File: src/rtl/adder_axis_pkg.sv
// Shared types and helpers for the adder_axis_* family of stream blocks.
// Provides AXI-Stream byte-rounding of widths and the accumulator FSM states.
package adder_axis_pkg;

  typedef enum logic {
    ACCUM = 1'b0,
    FLUSH = 1'b1
  } state_t;

  // Round a bit width up to a whole number of bytes, as AXI-Stream tdata requires.
  function automatic int axis_width(input int w);
    return ((w + 7) / 8) * 8;
  endfunction

endpackage

File: src/rtl/axis_hold_reg.sv
// Output holding register for an AXI-Stream source: data/user/valid with
// load priority over drain, so a new result can replace one leaving this cycle.
module axis_hold_reg #(
  parameter int DATA_W = 8,
  parameter int USER_W = 3
) (
  input  logic              clk,
  input  logic              rst,
  input  logic              i_load,
  input  logic [DATA_W-1:0] i_data,
  input  logic [USER_W-1:0] i_user,
  input  logic              i_ready,
  output logic [DATA_W-1:0] o_data,
  output logic [USER_W-1:0] o_user,
  output logic              o_valid,
  output logic              o_stall
);

  logic [DATA_W-1:0] r_data;
  logic [USER_W-1:0] r_user;
  logic              r_valid;

  // Callers only assert i_load when the register is empty or draining, so a
  // held (stalled) beat is never overwritten.
  always_ff @(posedge clk) begin
    if (rst) begin
      r_data  <= '0;
      r_user  <= '0;
      r_valid <= 1'b0;
    end else if (i_load) begin
      r_data  <= i_data;
      r_user  <= i_user;
      r_valid <= 1'b1;
    end else if (r_valid && i_ready) begin
      r_valid <= 1'b0;
    end
  end

  assign o_data  = r_data;
  assign o_user  = r_user;
  assign o_valid = r_valid;
  assign o_stall = r_valid & ~i_ready;

endmodule

File: src/rtl/adder_axis_accum.sv
// Block accumulator for the adder's sum stream: totals BLOCK_LEN sums per output
// beat (tuser = sample count); flush_i emits a partial block early.
module adder_axis_accum
  import adder_axis_pkg::*;
#(
  parameter  int ADDER_WIDTH    = 4,
  parameter  int BLOCK_LEN      = 4,
  localparam int SUM_WIDTH      = ADDER_WIDTH + 1,
  localparam int IN_AXIS_WIDTH  = axis_width(SUM_WIDTH),
  localparam int ACC_WIDTH      = SUM_WIDTH + $clog2(BLOCK_LEN),
  localparam int OUT_AXIS_WIDTH = axis_width(ACC_WIDTH),
  localparam int CNT_WIDTH      = $clog2(BLOCK_LEN + 1)
) (
  input  logic                      aclk,
  input  logic                      areset,
  input  logic [IN_AXIS_WIDTH-1:0]  sum_i_tdata,
  input  logic                      sum_i_tvalid,
  output logic                      sum_i_tready,
  input  logic                      flush_i,
  output logic [OUT_AXIS_WIDTH-1:0] acc_o_tdata,
  output logic [CNT_WIDTH-1:0]      acc_o_tuser,
  output logic                      acc_o_tvalid,
  input  logic                      acc_o_tready
);

  localparam logic [CNT_WIDTH-1:0] LAST_CNT = CNT_WIDTH'(BLOCK_LEN - 1);
  localparam logic [CNT_WIDTH-1:0] FULL_CNT = CNT_WIDTH'(BLOCK_LEN);

  state_t                    r_state, w_state_next;
  logic [ACC_WIDTH-1:0]      r_acc;
  logic [CNT_WIDTH-1:0]      r_cnt;
  logic [ACC_WIDTH-1:0]      w_sum, w_acc_sum;
  logic [IN_AXIS_WIDTH-1:0]  w_unused_tdata;
  logic                      w_last, w_accept, w_out_stall, w_flush_load, w_load;
  logic [OUT_AXIS_WIDTH-1:0] w_load_data;
  logic [CNT_WIDTH-1:0]      w_load_user;

  // Only the low SUM_WIDTH bits carry the sum; the byte padding above is ignored.
  assign w_unused_tdata = sum_i_tdata;
  assign w_sum          = ACC_WIDTH'(sum_i_tdata[SUM_WIDTH-1:0]);
  assign w_acc_sum      = r_acc + w_sum;
  assign w_last         = (r_cnt == LAST_CNT);

  // Handshake: a beat moves on a rising edge where tvalid & tready are both 1;
  // tvalid never looks at tready. Input ready stalls only when the block-closing
  // sample would have nowhere to go, so partial blocks keep filling under stall.
  assign sum_i_tready = !areset && (r_state == ACCUM) && !(w_last && w_out_stall);
  assign w_accept     = sum_i_tvalid && sum_i_tready;
  assign w_flush_load = (r_state == FLUSH) && (r_cnt != '0) && !w_out_stall;
  assign w_load       = (w_accept && w_last) || w_flush_load;

  always_comb begin
    w_load_data = OUT_AXIS_WIDTH'(r_acc);
    w_load_user = r_cnt;
    if (w_accept && w_last) begin
      w_load_data = OUT_AXIS_WIDTH'(w_acc_sum);
      w_load_user = FULL_CNT;
    end
  end

  always_comb begin
    w_state_next = r_state;
    case (r_state)
      ACCUM: if (flush_i) w_state_next = FLUSH;
      FLUSH: if ((r_cnt == '0) || !w_out_stall) w_state_next = ACCUM;
      default: w_state_next = ACCUM;
    endcase
  end

  always_ff @(posedge aclk) begin
    if (areset) begin
      r_state <= ACCUM;
      r_acc   <= '0;
      r_cnt   <= '0;
    end else begin
      r_state <= w_state_next;
      if (w_accept) begin
        if (w_last) begin
          r_acc <= '0;
          r_cnt <= '0;
        end else begin
          r_acc <= w_acc_sum;
          r_cnt <= r_cnt + 1'b1;
        end
      end else if (w_flush_load) begin
        r_acc <= '0;
        r_cnt <= '0;
      end
    end
  end

  axis_hold_reg #(
    .DATA_W (OUT_AXIS_WIDTH),
    .USER_W (CNT_WIDTH)
  ) u_hold (
    .clk     (aclk),
    .rst     (areset),
    .i_load  (w_load),
    .i_data  (w_load_data),
    .i_user  (w_load_user),
    .i_ready (acc_o_tready),
    .o_data  (acc_o_tdata),
    .o_user  (acc_o_tuser),
    .o_valid (acc_o_tvalid),
    .o_stall (w_out_stall)
  );

endmodule
File: config.mk
export PLATFORM = sky130hd
export DESIGN_NAME = adder_axis_accum
export DESIGN_NICKNAME = d
export VERILOG_FILES = /design/src/rtl/adder_axis_pkg.sv /design/src/rtl/axis_hold_reg.sv /design/src/rtl/adder_axis_accum.sv
export SDC_FILE = /design/constraint.sdc
export NUM_CORES = 1
export LEC_CHECK = 0
export CORE_MARGIN = 2
export CORE_UTILIZATION = 35
export CTS_CLUSTER_DIAMETER = 50
export DETAILED_ROUTE_END_ITERATION = 10
export GPL_TIMING_DRIVEN = 0
export PLACE_DENSITY = 0.66
export SYNTH_ARGS = -nofsm -noshare
export SYNTH_HDL_FRONTEND = slang
export SYNTH_SLANG_ARGS = --single-unit
File: constraint.sdc
create_clock -name aclk -period 2.6 [get_ports aclk]
set_clock_uncertainty 0.2 [all_clocks]
set_input_delay 0.26 -clock aclk [delete_from_list [all_inputs] [get_ports aclk]]
set_output_delay 0.26 -clock aclk [all_outputs]
set_load 0.005 [all_outputs]
==> metrics.txt, run 1 <==
# TYPE chip_impl_metric gauge
chip_impl_metric{name="floorplan.initialDensity",unit="%"} 35.9
chip_impl_metric{name="data_required_time_of_the_worst_path",unit="ns"} 2.14
chip_impl_info{name="crit_path_cell_trace",value="clkdlybuf4s50_1 > or2_4 > a21oi_1 > clkdlybuf4s50_1"} 1
chip_impl_metric{name="largest_net_degree_at_the_start_of_global_routing",unit=""} 13
chip_impl_metric{name="pwr-share-clk",unit="%"} 33.7
chip_impl_metric{name="dp_hpwl",unit="µm"} 2310
chip_impl_info{name="worst_hold_path_type",value="register to register"} 1
chip_impl_info{name="grt_setup_unrepaired",value="false"} 1
chip_impl_info{name="outcome",value="finished, final reports clean"} 1
chip_impl_metric{name="n_antenna_cell",unit=""} 0
chip_impl_metric{name="synth_fp_nets",unit=""} 170
chip_impl_metric{name="number_of_antenna_violations_at_the_first_check_in_global_routing",unit=""} 0
chip_impl_metric{name="die_width",unit="µm"} 64.8
chip_impl_metric{name="seq_power_share",unit="%"} 49.6
chip_impl_metric{name="grtUsageMet1",unit="%"} 20.6
chip_impl_metric{name="synth_cell_types",unit=""} 43
chip_impl_metric{name="path_max_fanout",unit=""} 7
chip_impl_metric{name="clk_latency",unit="ns"} 0.26
chip_impl_metric{name="power_switching",unit="W"} 0.000179
chip_impl_metric{name="mappedNetlistArea",unit="µm²"} 1290
chip_impl_info{name="tritoncts",value="done"} 1
chip_impl_metric{name="grt_pass1_vias",unit=""} 1135
chip_impl_metric{name="detailroute.via_count",unit=""} 1195
chip_impl_metric{name="fin_setup_tns",unit="ns"} 0
chip_impl_info{name="kind_of_end_point_of_the_critical_path",value="primary output"} 1
chip_impl_info{name="most_common_cell_after_layout_fill_and_taps_aside",value="dfxtp_1"} 1
chip_impl_metric{name="maxCapViolations",unit=""} 0
chip_impl_metric{name="critPathArrivalTime",unit="ns"} 1.89
chip_impl_metric{name="synth_cells",unit=""} 149
chip_impl_metric{name="ctsHtreeMaxLevel",unit=""} 1
chip_impl_metric{name="met2_usage",unit="%"} 25.6
chip_impl_metric{name="detailedRoute.firstIterationViolations",unit=""} 103
chip_impl_metric{name="post_cts.resized_instances",unit=""} 0
chip_impl_info{name="clockRootBuffer",value="clkbuf_8"} 1
chip_impl_metric{name="drtPass1Iterations",unit=""} 4
chip_impl_metric{name="async_reset_ff_share",unit="%"} 0
chip_impl_metric{name="worst_hold_slack",unit="ns"} 0.294
chip_impl_metric{name="powerDensity",unit="nW/µm²"} 441
chip_impl_metric{name="postRouteAntennaNets",unit=""} 0
chip_impl_metric{name="max_freq",unit="MHz"} 426
chip_impl_metric{name="fraction_of_power_consumed_by_combinational_cells",unit="%"} 16.7
chip_impl_metric{name="final_hold_viol_count",unit=""} 0
chip_impl_metric{name="power_consumption",unit="W"} 0.000713
chip_impl_metric{name="syn_avg_cell_area",unit="µm²"} 8.68
chip_impl_info{name="mostFrequentLayoutCells",value="dfxtp_1 (22), clkdlybuf4s50_1 (21), nand2_1 (12), inv_1 (11)"} 1
chip_impl_metric{name="design.portCount",unit=""} 26
chip_impl_metric{name="fin_nets",unit=""} 196
chip_impl_metric{name="cpPeakStageDelay",unit="ns"} 0.55
chip_impl_metric{name="drt-vias-per-instance",unit=""} 5.38
chip_impl_metric{name="ctsLongestPathBuffers",unit=""} 2
chip_impl_metric{name="die-height",unit="µm"} 64.8
chip_impl_metric{name="floorplan.core_area",unit="µm²"} 3610
chip_impl_metric{name="die_area",unit="µm²"} 4200
chip_impl_metric{name="detail_route.wirelength",unit="µm"} 3130
chip_impl_info{name="critical-path-top-delay-family",value="buffers and inverters"} 1
chip_impl_metric{name="synth-seq-area-share",unit="%"} 34.0
chip_impl_metric{name="cts_setup_buffers",unit=""} 0
chip_impl_info{name="grt_peak_use_layer",value="met2"} 1
chip_impl_metric{name="fin_util",unit="%"} 44.9
chip_impl_metric{name="post-route-min-period",unit="ns"} 2.35
chip_impl_info{name="critical-path-slowest-cell",value="clkdlybuf4s50_1"} 1
chip_impl_metric{name="placement.io_buffers",unit=""} 21
chip_impl_metric{name="final_layout_size_suffix_gt1_share",unit="%"} 8.62
chip_impl_metric{name="slew_viol_final",unit=""} 0
chip_impl_metric{name="hold_buffers",unit=""} 0
chip_impl_metric{name="globalplace.congestion",unit=""} 0.774
chip_impl_info{name="criticalPathCategory",value="primary input to primary output"} 1
chip_impl_metric{name="intPower",unit="W"} 0.000535
chip_impl_metric{name="gr-total-overflow",unit=""} 0
chip_impl_metric{name="final-seq-area",unit="µm²"} 440
chip_impl_metric{name="met3_usage",unit="%"} 4.17
chip_impl_metric{name="p_leak",unit="nW"} 0.583
chip_impl_metric{name="crit_buf_inv",unit=""} 2
chip_impl_metric{name="multi_input_area",unit="µm²"} 768
chip_impl_metric{name="maxSlewHeadroom",unit="%"} 51.5
chip_impl_metric{name="ys.warnings.count",unit=""} 0
chip_impl_metric{name="synth.ff_latch_count",unit=""} 22
chip_impl_metric{name="vdd_drop_max",unit="mV"} 0.373
chip_impl_metric{name="power.share.switching",unit="%"} 25.0
chip_impl_metric{name="syn_to_final_growth",unit="%"} 25.1
chip_impl_info{name="cp-start-kind",value="primary input"} 1
chip_impl_metric{name="layout.cell_area.non_filler",unit="µm²"} 1620
chip_impl_metric{name="placementRows",unit=""} 22
chip_impl_metric{name="fill_cells",unit=""} 380
chip_impl_metric{name="grt_first_pass_wirelength",unit="µm"} 5150
chip_impl_metric{name="numCtsBuffers",unit=""} 3
chip_impl_info{name="critical_path.most_common_cell",value="clkdlybuf4s50_1"} 1
chip_impl_metric{name="global_route_total_usage_across_every_layer",unit="%"} 15.6
chip_impl_metric{name="report.final.setup_viol",unit=""} 0
chip_impl_info{name="dominantRegCellSynth",value="dfxtp_1"} 1
chip_impl_metric{name="wl_per_cell",unit="µm"} 14.1
chip_impl_metric{name="drc",unit=""} 0
chip_impl_metric{name="cts.reportedPaths.clkPinSlew",unit="ns"} 0.07
chip_impl_metric{name="clock-sinks",unit=""} 22
chip_impl_metric{name="worstMarginPinSlew",unit="ns"} 0.724
chip_impl_metric{name="period_share",unit="%"} 90.4
chip_impl_metric{name="placed_area",unit="µm²"} 1560
chip_impl_metric{name="synth-edff-count",unit=""} 0
-- layer usage --
metal	share of wire [%]	wire length, µm	up-vias
li1	-	-	602
met2	48	1500	35
met4	0	0	0
met1	47	1480	558
met3	4.9	152	0
met5	0	0	-
-- tightest hold or removal path, delay by kind of cell, from the launching register on --
kind,cells,cell delay (ns)
DFF,1,0.31
and+or+nand+nor,1,0.05
AOI/OAI and AO/OA,1,0.08
-- flip-flops by register name, indices dropped and copies added (netlist names) --
| signal | cells |
|---|---|
| r_acc | 7 |
| r_cnt | 3 |
| r_state | 1 |
| u_hold.o_data | 7 |
| u_hold.o_user | 3 |
| u_hold.o_valid | 1 |
-- power by group through the flow --
stage | clock network, W | logic [W] | registers, W
final | 0.000241 | 0.000119 | 0.000354
after global routing | 0.000262 | 0.000131 | 0.000355
after CTS | 0.000246 | 0.000118 | 0.000354
after detailed placement | 0 | 0.000117 | 0.000362
after global placement | 0 | 0.000114 | 0.000361
after floorplan | 0 | 0.0000788 | 0.000359
-- kinds of logic (layout without fill, tap and decap cells) --
family / count (synthesis) / in the layout / synth area share [%]
xor gates and xnor gates: 1 / 1 / 0.677
other: 1 / 1 / 0.290
AOI/OAI and AO/OA: 43 / 43 / 25.6
muxes: 4 / 4 / 3.09
DFF: 22 / 22 / 34.0
adders and majority gates: 8 / 8 / 8.32
buffers and inverters: 19 / 44 / 6.58
and+or+nand+nor: 51 / 51 / 21.4
-- through the flow --
stage / worst slack (ns) / instances
finish: 0.251 / 222
global route: 0.184 / 222
CTS: 0.235 / 222
detailed placement: 0.0436 / 218
global placement: 0.207 / 218
floorplan: 0.694 / 149
-- cell type report --
| class | instances | area share, % |
|---|---|---|
| multi-input cells | 108 | 47.4 |
| flip-flops and latches | 22 | 27.2 |
| clock buffers | 4 | 3.40 |
| repair buffers | 21 | 13.0 |
| plain buffers | 8 | 2.70 |
| well taps | 48 | 3.71 |
| inverters | 11 | 2.55 |
-- synthesized netlist by cell type (2+ instances only) --
master | instances | area, µm²
a21o_1 | 2 | 15.0
nand2b_1 | 4 | 25.0
a31oi_1 | 2 | 12.5
a21oi_1 | 8 | 40.0
nand3_1 | 9 | 45.0
nor3_1 | 2 | 10.0
dfxtp_1 | 22 | 440
nor2b_1 | 6 | 37.5
o211ai_1 | 5 | 37.5
nand2_1 | 12 | 45.0
nand4_1 | 2 | 12.5
inv_1 | 11 | 41.3
a32oi_1 | 3 | 26.3
clkbuf_1 | 4 | 15.0
mux2i_1 | 4 | 40.0
buf_2 | 2 | 10.0
o21a_1 | 4 | 30.0
nor3b_1 | 2 | 15.0
a211o_1 | 2 | 17.5
o2111ai_1 | 2 | 17.5
ha_1 | 7 | 87.6
a311oi_1 | 5 | 43.8
nor2_1 | 9 | 33.8
-- path summary, 6_finish.rpt --
path,end,start,depth (start not counted),slack (ns)
setup / recovery,sum_i_tready,areset,4,0.25
setup reg to reg,u_hold.o_data[5],r_acc[1],5,0.43
hold reg to reg,u_hold.o_data[0],u_hold.o_data[0],2,0.29
hold / removal,u_hold.o_data[0],u_hold.o_data[0],2,0.29
(Power assumes the default switching activity.)
==> run 2: changes to the inputs <==
--- a/config.mk
+++ b/config.mk
@@ -11,6 +11,8 @@
 export DETAILED_ROUTE_END_ITERATION = 10
 export GPL_TIMING_DRIVEN = 0
 export PLACE_DENSITY = 0.66
+export REMOVE_ABC_BUFFERS = 1
 export SYNTH_ARGS = -nofsm -noshare
 export SYNTH_HDL_FRONTEND = slang
 export SYNTH_SLANG_ARGS = --single-unit
+export TNS_END_PERCENT = 100
==> run 2 against run 1 <==
  * Total power down 5.2%
  * Clock power down 13%
  * Worst setup slack worse by 0.084 ns
  * Critical path type unchanged
  * Highest routed layer is now met4
==> metrics.txt, run 2 (synthesis gave the netlist of run 1 again) <==
# TYPE chip_impl_metric gauge
chip_impl_metric{name="detailroute.via_count",unit=""} 1173
chip_impl_metric{name="p_leak",unit="nW"} 0.553
chip_impl_metric{name="cts.reportedPaths.clkPinSlew",unit="ns"} 0.08
chip_impl_metric{name="die_width",unit="µm"} 64.8
chip_impl_info{name="cp-start-kind",value="primary input"} 1
chip_impl_metric{name="die-height",unit="µm"} 64.8
chip_impl_info{name="mostFrequentLayoutCells",value="dfxtp_1 (22), clkdlybuf4s50_1 (20), nand2_1 (12), inv_1 (11)"} 1
chip_impl_metric{name="ctsLongestPathBuffers",unit=""} 2
chip_impl_metric{name="fin_nets",unit=""} 188
chip_impl_metric{name="pwr-share-clk",unit="%"} 31.1
chip_impl_metric{name="clk_latency",unit="ns"} 0.26
chip_impl_metric{name="design.portCount",unit=""} 26
chip_impl_metric{name="worst_slack_at_placement",unit="ns"} -0.293
chip_impl_metric{name="power_switching",unit="W"} 0.000177
chip_impl_metric{name="detail_route.wirelength",unit="µm"} 3150
chip_impl_metric{name="intPower",unit="W"} 0.000499
chip_impl_metric{name="path_max_fanout",unit=""} 25
chip_impl_metric{name="dp_cells",unit=""} 210
chip_impl_info{name="outcome",value="finished, final reports clean"} 1
chip_impl_info{name="most_common_cell_after_layout_fill_and_taps_aside",value="dfxtp_1"} 1
chip_impl_metric{name="critPathArrivalTime",unit="ns"} 1.97
chip_impl_info{name="tritoncts",value="done"} 1
chip_impl_metric{name="grt_first_pass_wirelength",unit="µm"} 5280
chip_impl_metric{name="drtPass1Iterations",unit=""} 4
chip_impl_info{name="grt_setup_unrepaired",value="false"} 1
chip_impl_metric{name="slew_viol_final",unit=""} 0
chip_impl_metric{name="dp_hpwl",unit="µm"} 2140
chip_impl_metric{name="detailedRoute.firstIterationViolations",unit=""} 74
chip_impl_metric{name="fin_util",unit="%"} 43.3
chip_impl_metric{name="power.share.switching",unit="%"} 26.2
chip_impl_metric{name="ctsHtreeMaxLevel",unit=""} 1
chip_impl_metric{name="globalplace.congestion",unit=""} 0.770
chip_impl_metric{name="fin_cells",unit=""} 213
chip_impl_info{name="criticalPathCategory",value="primary input to primary output"} 1
chip_impl_metric{name="grt_pass1_vias",unit=""} 1125
chip_impl_metric{name="worstMarginPinSlew",unit="ns"} 0.905
chip_impl_metric{name="period_share",unit="%"} 93.6
chip_impl_metric{name="layout.cell_area.non_filler",unit="µm²"} 1560
chip_impl_metric{name="drc",unit=""} 0
chip_impl_metric{name="floorplan.core_area",unit="µm²"} 3610
chip_impl_metric{name="numCtsBuffers",unit=""} 3
chip_impl_metric{name="clock-sinks",unit=""} 22
chip_impl_info{name="worst_hold_path_type",value="register to register"} 1
chip_impl_metric{name="drt-vias-per-instance",unit=""} 5.51
chip_impl_metric{name="post-route-min-period",unit="ns"} 2.43
chip_impl_metric{name="report.final.setup_viol",unit=""} 0
chip_impl_metric{name="data_required_time_of_the_worst_path",unit="ns"} 2.14
chip_impl_metric{name="placed_area",unit="µm²"} 1520
chip_impl_metric{name="final_hold_viol_count",unit=""} 0
chip_impl_metric{name="final_layout_size_suffix_gt1_share",unit="%"} 6.06
chip_impl_metric{name="syn_to_final_growth",unit="%"} 20.6
chip_impl_info{name="kind_of_end_point_of_the_critical_path",value="primary output"} 1
chip_impl_metric{name="powerDensity",unit="nW/µm²"} 433
chip_impl_metric{name="vdd_drop_max",unit="mV"} 0.145
chip_impl_metric{name="global_route_total_usage_across_every_layer",unit="%"} 16.3
chip_impl_metric{name="placementRows",unit=""} 22
chip_impl_metric{name="power_consumption",unit="W"} 0.000676
chip_impl_metric{name="cpPeakStageDelay",unit="ns"} 0.55
chip_impl_metric{name="fraction_of_power_consumed_by_combinational_cells",unit="%"} 16.3
chip_impl_metric{name="maxCapViolations",unit=""} 0
chip_impl_metric{name="die_area",unit="µm²"} 4200
chip_impl_info{name="clockRootBuffer",value="clkbuf_8"} 1
chip_impl_metric{name="wl_per_cell",unit="µm"} 14.8
chip_impl_metric{name="floorplan.initialDensity",unit="%"} 35.9
chip_impl_metric{name="max_freq",unit="MHz"} 411
chip_impl_metric{name="maxSlewHeadroom",unit="%"} 39.7
chip_impl_info{name="critical-path-slowest-cell",value="clkdlybuf4s50_1"} 1
chip_impl_metric{name="seq_power_share",unit="%"} 52.6
chip_impl_metric{name="gr-total-overflow",unit=""} 0
chip_impl_metric{name="placement.io_buffers",unit=""} 21
chip_impl_metric{name="worst_slack",unit="ns"} 0.167
chip_impl_metric{name="postRouteAntennaNets",unit=""} 0
chip_impl_info{name="crit_path_cell_trace",value="dlygate4sd2_1 > or2_4 > a21oi_1 > clkdlybuf4s50_1"} 1
chip_impl_metric{name="hold_buffers",unit=""} 0
chip_impl_metric{name="largest_net_degree_at_the_start_of_global_routing",unit=""} 26
chip_impl_metric{name="n_antenna_cell",unit=""} 0
chip_impl_metric{name="number_of_antenna_violations_at_the_first_check_in_global_routing",unit=""} 0
-- run 2: cell count changes in the layout (fill, tap and decap cells not counted) --
| cell | before | now |
|---|---|---|
| dlygate4sd2_1 | 0 | 1 |
| clkdlybuf4s50_1 | 21 | 20 |
| buf_4 | 1 | 0 |
| clkbuf_8 | 4 | 3 |
| buf_2 | 2 | 0 |
| buf_6 | 1 | 0 |
| clkbuf_1 | 4 | 0 |
-- run 2: routing by layer --
| metal | up-vias | wire, µm | global-route usage (%) |
|---|---|---|---|
| met5 | - | 0 | 0 |
| met4 | 0 | 27 | 6.65 |
| met3 | 2 | 141 | 3.47 |
| met2 | 26 | 1510 | 26.5 |
| met1 | 563 | 1460 | 20.7 |
| li1 | 582 | - | - |
-- run 2: metrics by stage --
| step | hold WS [ns] | TNS (ns) |
|---|---|---|
| floorplan | 0.126 | 0 |
| global placement | 0.272 | -2.45 |
| detailed placement | 0.277 | -2.43 |
| CTS | 0.291 | 0 |
| global route | 0.303 | 0 |
| finish | 0.286 | 0 |
-- run 2: power groups by stage --
stage	Sequential, W	Combinational, W	Clock (W)
finish	0.000355	0.000110	0.000210
global route	0.000357	0.000123	0.000229
CTS	0.000355	0.000110	0.000218
detailed placement	0.000363	0.000110	0
global placement	0.000362	0.000107	0
floorplan	0.000361	0.0000702	0
-- run 2: worst paths after layout --
| kind | cells after the start | startpoint | slack [ns] | end |
|---|---|---|---|---|
| hold / removal | 2 | u_hold.o_data[2] | 0.29 | u_hold.o_data[2] |
| setup / recovery | 4 | areset | 0.17 | sum_i_tready |
| setup reg to reg | 6 | r_cnt[0] | 0.42 | r_acc[1] |
| hold reg to reg | 2 | u_hold.o_data[2] | 0.29 | u_hold.o_data[2] |
-- run 2: timing repair --
| action | in CTS | in global routing |
|---|---|---|
| gates resized for setup | 1 | 0 |
| hold endpoints to repair | 0 | 0 |
| setup endpoints to repair | 1 | 0 |
| buffers inserted | 0 | 0 |
-- run 2: layout make-up --
cell class                 count  area (µm²)
clock buffer                   3        41.3
inverter                      11        41.3
tap                           48        60.1
multi-input combinational    108         768
fill                         349        2050
timing repair buffer          21         209
sequential                    22         440
-- run 2: worst max-delay path, delay by kind of cell --
kind,cells,cell delay (ns)
buf+inv,2,1.08
compound gates,1,0.23
simple gates,1,0.40
